### src/rtl/io_timer.sv
// io_timer: memory-mapped I/O port and 16-bit interval timer on the cpu6502 bus.
// Eight-byte register window at BASE, decoded from the CPU's next-cycle bus
// signals, with a registered read path. Drives irq/nmi from software-forced
// IO_PORT bits and from the timer underflow flag.
// Optional build macro: IO_TIMER_LATCH_READ_EN adds a THI read shadow that
// is captured on a TLO read, so a TLO-then-THI read pair is coherent.
module io_timer #(
  parameter logic [15:0] BASE     = 16'hbff8,
  parameter int unsigned PRESCALE = 16,
  parameter logic [7:0]  IO_RESET = 8'h00
) (
  input  logic        clk,
  input  logic        reset,
  input  logic [15:0] addr_next,
  input  logic        we_next,
  input  logic [7:0]  wdata,
  output logic [7:0]  rd_data,
  output logic        sel,
  output logic [7:0]  io_out,
  output logic        irq,
  output logic        nmi
);

  localparam int unsigned PW      = (PRESCALE > 1) ? $clog2(PRESCALE) : 1;
  localparam logic [PW-1:0] PRE_MAX = PW'(PRESCALE - 1);

  logic [7:0]    io_q, io_d;
  logic [15:0]   reload_q, reload_d;
  logic [15:0]   count_q, count_d;
  logic [3:0]    ctrl_q, ctrl_d;      // {NSEL, IE, CONT, EN}
  logic          uf_q, uf_d;
  logic [PW-1:0] pre_q, pre_d;
  logic [7:0]    rd_q, rd_d;
  logic          sel_q, sel_d;
  logic [7:0]    thi_rd;

  logic       hit, wr, rd;
  logic [2:0] off;
  logic       wr_io, wr_tlo, wr_thi, wr_ctrl, wr_stat;
  logic       tick, underflow;

  assign hit     = (addr_next[15:3] == BASE[15:3]);
  assign off     = addr_next[2:0];
  assign wr      = hit & we_next;
  assign rd      = hit & ~we_next;
  assign wr_io   = wr && (off == 3'd0);
  assign wr_tlo  = wr && (off == 3'd1);
  assign wr_thi  = wr && (off == 3'd2);
  assign wr_ctrl = wr && (off == 3'd3);
  assign wr_stat = wr && (off == 3'd4);

  // A THI load takes precedence over a coincident tick, so that tick is dropped.
  assign tick      = ctrl_q[0] && (pre_q == PRE_MAX) && !wr_thi;
  assign underflow = tick && (count_q == 16'd0);

  assign irq    = io_q[0] | (uf_q & ctrl_q[2] & ~ctrl_q[3]);
  assign nmi    = io_q[1] | (uf_q & ctrl_q[2] &  ctrl_q[3]);
  assign io_out = io_q;
  assign rd_data = rd_q;
  assign sel     = sel_q;

`ifdef IO_TIMER_LATCH_READ_EN
  logic [7:0] shadow_q, shadow_d;

  // Shadow high byte: captured on a TLO read, overwritten by a THI load.
  always_comb begin
    shadow_d = shadow_q;
    if (rd && (off == 3'd1)) shadow_d = count_q[15:8];
    if (wr_thi)              shadow_d = wdata;
  end

  assign thi_rd = shadow_q;

  // Shadow register state.
  always_ff @(posedge clk or negedge reset) begin
    if (!reset) shadow_q <= 8'hff;
    else        shadow_q <= shadow_d;
  end
`else
  assign thi_rd = count_q[15:8];
`endif

  // Next-state logic for registers, prescaler, counter and flags.
  always_comb begin
    io_d     = wr_io ? wdata : io_q;

    reload_d = reload_q;
    if (wr_tlo) reload_d[7:0]  = wdata;
    if (wr_thi) reload_d[15:8] = wdata;

    if (wr_thi || !ctrl_q[0] || (pre_q == PRE_MAX)) pre_d = '0;
    else                                            pre_d = pre_q + 1'b1;

    count_d = count_q;
    if (wr_thi)                 count_d = {wdata, reload_q[7:0]};
    else if (tick) begin
      if (count_q != 16'd0)     count_d = count_q - 16'd1;
      else if (ctrl_q[1])       count_d = reload_q;
    end

    // One-shot underflow stops the timer; an explicit CTRL write overrides it.
    ctrl_d = ctrl_q;
    if (underflow && !ctrl_q[1]) ctrl_d[0] = 1'b0;
    if (wr_ctrl)                 ctrl_d    = wdata[3:0];

    // Underflow set beats a simultaneous write-1-to-clear.
    uf_d = uf_q;
    if (wr_stat && wdata[0]) uf_d = 1'b0;
    if (underflow)           uf_d = 1'b1;

    sel_d = hit;
    rd_d  = 8'h00;
    if (hit) begin
      case (off)
        3'd0:    rd_d = io_q;
        3'd1:    rd_d = count_q[7:0];
        3'd2:    rd_d = thi_rd;
        3'd3:    rd_d = {4'h0, ctrl_q};
        3'd4:    rd_d = {irq, 6'b000000, uf_q};
        default: rd_d = 8'h00;
      endcase
    end
  end

  // State registers with asynchronous active-low reset.
  always_ff @(posedge clk or negedge reset) begin
    if (!reset) begin
      io_q     <= IO_RESET;
      reload_q <= 16'hffff;
      count_q  <= 16'hffff;
      ctrl_q   <= 4'h0;
      uf_q     <= 1'b0;
      pre_q    <= '0;
      rd_q     <= 8'h00;
      sel_q    <= 1'b0;
    end else begin
      io_q     <= io_d;
      reload_q <= reload_d;
      count_q  <= count_d;
      ctrl_q   <= ctrl_d;
      uf_q     <= uf_d;
      pre_q    <= pre_d;
      rd_q     <= rd_d;
      sel_q    <= sel_d;
    end
  end

endmodule

### config.mk
export PLATFORM = sky130hd
export DESIGN_NAME = io_timer
export DESIGN_NICKNAME = d
export VERILOG_FILES = /design/src/rtl/io_timer.sv
export SDC_FILE = /design/constraint.sdc
export NUM_CORES = 1
export LEC_CHECK = 0
export ABC_CLOCK_PERIOD_IN_PS = 2530
export BUFFER_PORTS_ARGS = -buffer_cell sky130_fd_sc_hd__buf_2
export CAP_MARGIN = 20
export CELL_PAD_IN_SITES_DETAIL_PLACEMENT = 1
export CELL_PAD_IN_SITES_GLOBAL_PLACEMENT = 1
export CORE_ASPECT_RATIO = 1.75
export CORE_MARGIN = 5
export CORE_UTILIZATION = 45
export DETAILED_ROUTE_END_ITERATION = 10
export GPL_TIMING_DRIVEN = 0
export HOLD_SLACK_MARGIN = 0.06
export PLACE_DENSITY_LB_ADDON = 0.2
export SYNTH_ARGS = -nofsm -noshare
export SYNTH_HDL_FRONTEND = slang
export SYNTH_SLANG_ARGS = --single-unit
### constraint.sdc
create_clock -name clk -period 2.53 [get_ports clk]
set_input_delay 0 -clock clk [delete_from_list [all_inputs] [get_ports clk]]
set_output_delay 0 -clock clk [all_outputs]
set_load 0.005 [all_outputs]
== Word-level counts from Yosys, hierarchy flattened ==
Index checks and enable logic that the tools add are counted.

* Bitwise logic cells: 7
* Equal/unequal tests: 6
* $add $sub $neg: 2
* Reductions and logical operators: 23
* Muxes and demuxes: 11

{| class="wikitable"
|+ Operators with widths
! operator !! number
|-
| $mux 16 || 4
|-
| $pmux 8 s5 || 1
|-
| $logic_not 16->1 || 1
|-
| $reduce_bool 16->1 || 1
|-
| $sub 16x1->16 const B || 1
|-
| $eq 13x13->1 const B || 1
|-
| $logic_and 1x1->1 || 10
|-
| $mux 8 || 1
|-
| $eq 3x2->1 const B || 2
|-
| $reduce_bool 2->1 || 3
|-
| $add 4x1->4 const B || 1
|-
| $and 1x1->1 || 4
|-
| $eq 4x4->1 const B || 1
|-
| $mux 1 || 4
|-
| $mux 4 || 1
|-
| $eq 3x1->1 const B || 1
|-
| $eq 3x3->1 const B || 1
|-
| $logic_not 1->1 || 3
|-
| $logic_not 3->1 || 1
|-
| $reduce_bool 3->1 || 1
|-
| $logic_or 1x1->1 || 2
|-
| $or 1x1->1 || 2
|-
| $reduce_and 2->1 || 1
|-
| $not 1->1 || 1
|}

* Flip-flop bits (word level): 58
* Word-level logic and storage cells: 59
* Output and inout bits: 19

== Logic depth before layout (Yosys ltp) ==
Gate-level depths: netlist (run 1).

* Depth in word-level cells: 9
* Depth in mapped cells: 8
* Gate-level depth less buffers: 7

== Worst setup path before layout (run 1) ==
Ideal clock, no wire load.

* Kind: flip-flop to flip-flop
* Start point: reg count_q[0]
* End point: reg count_q[0]
* Slack: 479 ps
* Arrival: 1,967 ps
* Data required time: 2,447 ps
* Cell stages (with the launch flop): 9
* Path buffers: 1
* Clock period less this slack: 2,051 ps
* Setup time: 83 ps
* Cells stage by stage: dfstp_2 inv_1 ha_1 nor4b_4 and4_1 clkbuf_1 nor2_1 o21ai_1 a221o_1

* Word-level cells in the longest chain between the ends: 4
* Elaborated cells on any way between the ends: 7

{| class="wikitable"
|+ RTL lines
! item !! RTL line !! RTL
|-
| start: declaration || 29 || <nowiki>logic [15:0] count_q, count_d;</nowiki>
|-
| start signal: assignment || 139 || <nowiki>count_q <= count_d;</nowiki>
|-
| $sub 16x1->16 or $reduce_bool 16->1 (tied branches) || 97 || <nowiki>if (count_q != 16'd0) count_d = count_q - 16'd1;</nowiki>
|-
| $mux 16 || 97 ||
|-
| $mux 16 || 96 || <nowiki>else if (tick) begin</nowiki>
|-
| $mux 16 || 95 || <nowiki>if (wr_thi) count_d = {wdata, reload_q[7:0]};</nowiki>
|}

Parallel ways exist; a longest one is shown, timed or not. The select of a mux whose other input is x is not followed.
A chain may end at the register's enable or synchronous reset.

== Worst setup path in the final report (run 1) ==
* Start point: reg count_q[1]
* End point: reg count_q[0]

* Word-level cells in the longest chain between the ends: 4
* Elaborated cells on any way between the ends: 6

{| class="wikitable"
|+ RTL lines
! item !! RTL line
|-
| $reduce_bool 16->1 * || 97
|-
| $mux 16 || 97
|-
| $mux 16 || 96
|-
| $mux 16 || 95
|}

Mark *: on every way between the ends. The rest lies on a longest branch, timed or not. The select of a mux whose other input is x is not followed.

==> flow_summary.yaml, run 1 <==
global_routing:
  antenna_found_initial: 0
  grt_max_degree: 31
  grt_pass1_wl_mm: 17.24
  met3_usage: 0.04098
  grt_util_met2: 0.4539
  grt_use_total: 0.2632
  met1_usage: 0.2784
  top_usage_layer: "met2"
  overflow: 0
  grt_pass1_vias: 3260
pwr:
  p_seq_frac: 0.410
  combPwrFrac: 0.044
  p_int_mw: 1.812
  switching_share: 0.2038
  switching_power_mw: 0.4639
  leakagePower_nw: 1.775
  p_clk_frac: 0.546
  peakVddDrop_uv: 344.7
  powerDensity_nw_per_um2: 567.5
critical_path:
  critPathLaunchType: "flop"
  cp_max_fo: 9
  critical_path.startpoint: "count_q[1]$_DFFE_PN1P_"
  critPathTopFamily: "simple AND/OR/NAND/NOR gates"
  crit_arrival_ns: 2.60
  cp-end-kind: "flop"
  rr_startpoint: "count_q[1]$_DFFE_PN1P_"
  slowest_stage: "dfstp_2"
  worstPathCellList: "inv_1 > ha_1 > nor4b_4 > and4_1 > clkbuf_1 > nor2_2 > o21ai_1 > a221o_1"
  crit_type: "reg -> reg"
  cp.required_ns: 2.79
  critPathBufInv: 2
  max_stage_delay_ns: 0.61
floorplanning:
  die_width_um: 74.15
  die_area_sq_um: 9066
  rows: 41
  start_util: 0.4545
  die_h_um: 122.3
  core_sq_um: 7131
  io_pins: 46
placed_design:
  gp_congestion: 0.9718
  port_buffers: 44
  dp_slack_ns: 0.04190
  dpl.hpwl_mm: 8.038
  dp_cells: 452
routing:
  drt-total-wl_mm: 10.81
  ant_nets: 0
  post_drt_wl_per_cell_um: 22.58
  first_iter_violations: 160
  num_vias: 2951
  first_pass_iters: 4
  drc: 0
  viasPerCell: 6.161
finish:
  final_cells: 479
  drive_gt1_frac: 0.3435
  num_antenna_cells: 0
  nets: 418
  final_cell_mix: "50 x buf_2, 37 x nand2_1, 32 x dfstp_2"
  final_common_cell: "buf_2"
  final_util: 0.5624
  syn2layout_area_growth_pct: 23.75
sta:
  drv_slew: 0
  setup_violations: 0
  rsz0062_at_grt: "no"
  setup_slack_ns: 0.1947
  finClkSkew_ns: 0.004696
  fmax_mhz: 428.2
  finalSetupTns_ns: 0
  fin_crit_ns: 2.335
  slew-limit-headroom: 0.4778
  period_share: 0.9230
  final-hold-violation-count: 0
  tightest_slew_ns: 0.7833
min_path:
  hp-class: "in -> reg"
  holdCritStartpoint: "addr_next[9]"
logic_synthesis:
  synthFlopType: "dfstp_2"
  synth_nets: 351
  synth_top_area_frac: 0.2595
  ys_warn_count: 0
  yosys_register_bits: 58
  synthArstFlopShare: 1.000
  synth_edf_count: 0
  synth.area.top_cells: "dfstp_2 26%, dfrtp_1 20%, mux2_2 6.9%"
  yosys.area.top_type: "dfstp_2"
  netlist_area_sq_um: 3241
  ys_seq_area_frac: 0.4602
  synthDistinctLibCells: 68
  syn_avg_cell_area_sq_um: 10.10
  synthCells: 321
clock_tree:
  path_clk_slew_ns: 0.05
  cts_num_sinks: 58
  numCtsBuffers: 9
  cts_tree: "done"
  post_cts.repair.setup_buffers: 0
  root_buffer: "clkbuf_16"
  clk_latency_ns: 0.34
  cts_max_level: 3
  clockBufferDepth: 2
outcome:
  status: "complete, no violations"
job:
  cap_violations: 0
## final cells by class
| cell class | instances | area (sq um) |
|---|---|---|
| fillers | 819 | 3120 |
| multi-input cells | 237 | 1639 |
| flip-flops and latches | 58 | 1491 |
| repair buffers | 56 | 350.3 |
| clock buffers | 14 | 274.0 |
| well taps | 86 | 107.6 |
| plain buffers | 15 | 71.32 |
| inverters | 11 | 41.29 |
| clock inverters | 2 | 35.03 |
## sequential cells by signal, indices dropped and copies added (netlist names)
name	flops
uf_q	1
count_q	16
ctrl_q	4
sel	1
io_out	8
rd_data	8
pre_q	4
reload_q	16
## cells by family after synthesis
kind of cell | count (synthesis) | synth area share
and+or+nand+nor | 130 | 0.2255
AOI/OAI and AO/OA | 70 | 0.1436
DFF | 58 | 0.4602
muxes | 30 | 0.1135
buffers and inverters | 26 | 0.03475
xor gates and xnor gates | 4 | 0.01081
adders and majority gates | 3 | 0.01158
## per-stage QoR
| step | power, mW | area (sq um) | hold slack [ns] |
|---|---|---|---|
| 6_report | 2.276 | 4010 | 0.06944 |
| 5_1_grt | 2.340 | 4010 | 0.1087 |
| 4_1_cts | 2.295 | 4008 | 0.08116 |
| 3_5_place_dp | 1.033 | 3588 | 0.07035 |
| 3_3_place_gp | 1.027 | 3568 | 0.2359 |
| 2_1_floorplan | 0.9699 | 3241 | -0.2956 |
## synthesized netlist by cell type, types with 4 or more instances
cell	n
inv_1	11
o221ai_1	4
nand3_1	7
nor3_1	4
buf_2	6
a21oi_1	23
clkbuf_1	6
and4_1	4
dfrtp_1	26
mux2i_1	6
dfstp_2	32
o21ai_1	4
nor2_1	31
o21ai_0	10
nand4_1	13
nor2b_1	5
nand2_1	37
mux2_2	20
## routing by layer
metal	wire [um]	vias up	share of wire
li1	-	1318	-
met5	0	-	0
met3	339	38	0.031
met4	657	0	0.061
met2	5842	89	0.54
met1	3973	1506	0.37
## worst min-delay path, delay by kind of cell
kind                   cells  cell delay (ns)
buffers and inverters      3             0.21
AND/OR/NAND/NOR            2             0.15
## worst paths after layout
check                                           to  slack [ns]  cells after the start
min in group asynchronous    io_out[2]$_DFFE_PN0P_        0.24                      2
min reg2reg                reload_q[8]$_DFFE_PN1P_        0.46                      2
max                         count_q[0]$_DFFE_PN1P_        0.19                      8
max reg2reg                 count_q[0]$_DFFE_PN1P_        0.19                      8
min                                  sel$_DFF_PN0_        0.07                      5
max in group asynchronous   count_q[9]$_DFFE_PN1P_        1.61                      3
## what timing repair did
item | CTS | global route
hold buffers | 11 | 0
endpoints found under the hold margin | 55 | 0
setup endpoints to repair | 0 | 9
resized for setup | 0 | 1
## power groups by stage
stage	logic (mW)	clock network [mW]	registers (mW)
floorplan	0.0239	0	0.946
global placement	0.0810	0	0.946
detailed placement	0.0872	0	0.946
CTS	0.100	1.26	0.933
global route	0.110	1.30	0.932
finish	0.0996	1.24	0.933
No activity file was read; power rests on OpenSTA's default activity.
==> inputs of run 2 (changes only) <==
--- a/config.mk
+++ b/config.mk
@@ -12,7 +12,7 @@
 export CELL_PAD_IN_SITES_GLOBAL_PLACEMENT = 1
 export CORE_ASPECT_RATIO = 1.75
 export CORE_MARGIN = 5
-export CORE_UTILIZATION = 45
+export CORE_UTILIZATION = 35
 export DETAILED_ROUTE_END_ITERATION = 10
 export GPL_TIMING_DRIVEN = 0
 export HOLD_SLACK_MARGIN = 0.06
==> run 2 against run 1 <==
- global-route usage is 4.7 points lower
- via count is 3.0% lower
- maximum frequency is 0.62% lower
- clock-buffer cell count is 3 lower
- flip-flop and latch count stayed put
- design area up 0.62%
- non-clock buffer count down 2
- critical path depth unchanged
- routed wire length rose by 4.1%
- first-iteration DRC count up 16%
- worst hold slack worse by 0.012 ns
- critical path type unchanged
- largest power group unchanged
==> flow_summary.yaml, run 2 (synthesized netlist as in run 1, its figures left out) <==
sta:
  rsz0062_at_grt: "no"
  finClkSkew_ns: 0.005520
  fmax_mhz: 425.6
  final-hold-violation-count: 0
  slew-limit-headroom: 0.4672
  drv_slew: 0
  setup_violations: 0
  tightest_slew_ns: 0.7992
  fin_crit_ns: 2.350
  period_share: 0.9288
  worst_hold_slack_ns: 0.05789
pwr:
  powerDensity_nw_per_um2: 566.6
  leakagePower_nw: 1.765
  peakVddDrop_uv: 392.2
global_routing:
  grt_pass1_vias: 3129
  overflow: 0
  grt_use_total: 0.2163
  grt_pass1_wl_mm: 17.70
  grt_max_degree: 39
  antenna_found_initial: 0
floorplanning:
  die_area_sq_um: 11360
  die_h_um: 137.3
  die_width_um: 82.74
  start_util: 0.3586
  rows: 46
  io_pins: 46
  core_sq_um: 9036
finish:
  drive_gt1_frac: 0.3504
  final_cell_mix: "50 x buf_2, 37 x nand2_1, 32 x dfstp_2"
  nets: 416
  num_antenna_cells: 0
  final_common_cell: "buf_2"
  final_util: 0.4466
  reg_top3: "count_q (16), reload_q (16)"
  syn2layout_area_growth_pct: 24.52
placed_design:
  dpl.hpwl_mm: 8.195
  port_buffers: 44
  gp_congestion: 0.8945
routing:
  first_pass_iters: 4
  num_vias: 2863
  viasPerCell: 5.603
  first_iter_violations: 186
  post_drt_wl_per_cell_um: 22.03
  ant_nets: 0
  drt-total-wl_mm: 11.26
  drc: 0
critical_path:
  crit_type: "reg -> reg"
  cp-end-kind: "flop"
  crit_arrival_ns: 2.62
  cp_max_fo: 7
  cp.required_ns: 2.80
  critPathLaunchType: "flop"
outcome:
  status: "complete, no violations"
clock_tree:
  cts_num_sinks: 58
  clockBufferDepth: 2
  numCtsBuffers: 9
  cts_max_level: 3
  cts_tree: "done"
  clk_latency_ns: 0.34
  root_buffer: "clkbuf_16"
  path_clk_slew_ns: 0.05
min_path:
  hp-class: "in -> reg"
job:
  cap_violations: 0
==> run 2: worst max-delay path, cell delays in order, from the launching register on <==
cell and delay, ns:
dfstp_2 0.64, inv_1 0.09, ha_1 0.25, nor4b_4 0.16, and4_1 0.20, clkbuf_1 0.20
a2111oi_1 0.50, a211oi_1 0.11, nor2_1 0.13
==> run 2: where the power goes <==
part,internal [mW],total (mW),switching (mW)
sequential,0.932,0.932,0.000353
combinational,0.0381,0.0977,0.0595
clock,0.809,1.26,0.447
==> run 2: through the flow <==
step / total power [mW] / worst slack [ns] / instances / setup TNS [ns] / area [sq um]
global route: 2.371 / 0.09530 / 511 / 0 / 4035
floorplan: 0.9699 / 0.4794 / 321 / 0 / 3241
detailed placement: 1.035 / -0.09665 / 486 / -0.2464 / 3631
finish: 2.286 / 0.1803 / 511 / 0 / 4035
CTS: 2.306 / 0.1035 / 511 / 0 / 4029
global placement: 1.029 / -0.1194 / 485 / -0.4182 / 3611
==> run 2: worst paths after layout <==
path	startpoint	endpoint	slack [ns]	depth (start not counted)
max	count_q[0]$_DFFE_PN1P_	count_q[7]$_DFFE_PN1P_	0.18	8
min	addr_next[2]	rd_data[7]$_DFF_PN0_	0.06	3
max reg2reg	count_q[0]$_DFFE_PN1P_	count_q[7]$_DFFE_PN1P_	0.18	8
min reg2reg	reload_q[13]$_DFFE_PN1P_	reload_q[13]$_DFFE_PN1P_	0.46	2
max in group asynchronous	reset	count_q[8]$_DFFE_PN1P_	1.70	3
min in group asynchronous	reset	rd_data[1]$_DFF_PN0_	0.17	2
==> run 2: timing repair <==
action,4_1_cts,5_1_grt
endpoints found under the setup margin,7,2
buffers inserted,0,0
resized for setup,1,2
endpoints found under the hold margin,55,0
hold buffers,9,0
==> run 2: per-layer routing <==
layer,wire [um],track usage,vias up,share of wire
li1,-,-,1320,-
met1,4337,0.2413,1450,0.39
met2,6128,0.3862,72,0.54
met3,423,0.03992,21,0.038
met4,366,0.1000,0,0.033
met5,0,0,-,0
==> run 2: area by class of cell <==
class	count	area, sq um
inverter	11	41.29
multi-input combinational	237	1645
clock buffer	11	252.7
fill	1062	5001
clock inverter	5	52.55
sequential	58	1491
buffer	15	71.32
timing repair buffer	54	330.3
tap	120	150.1
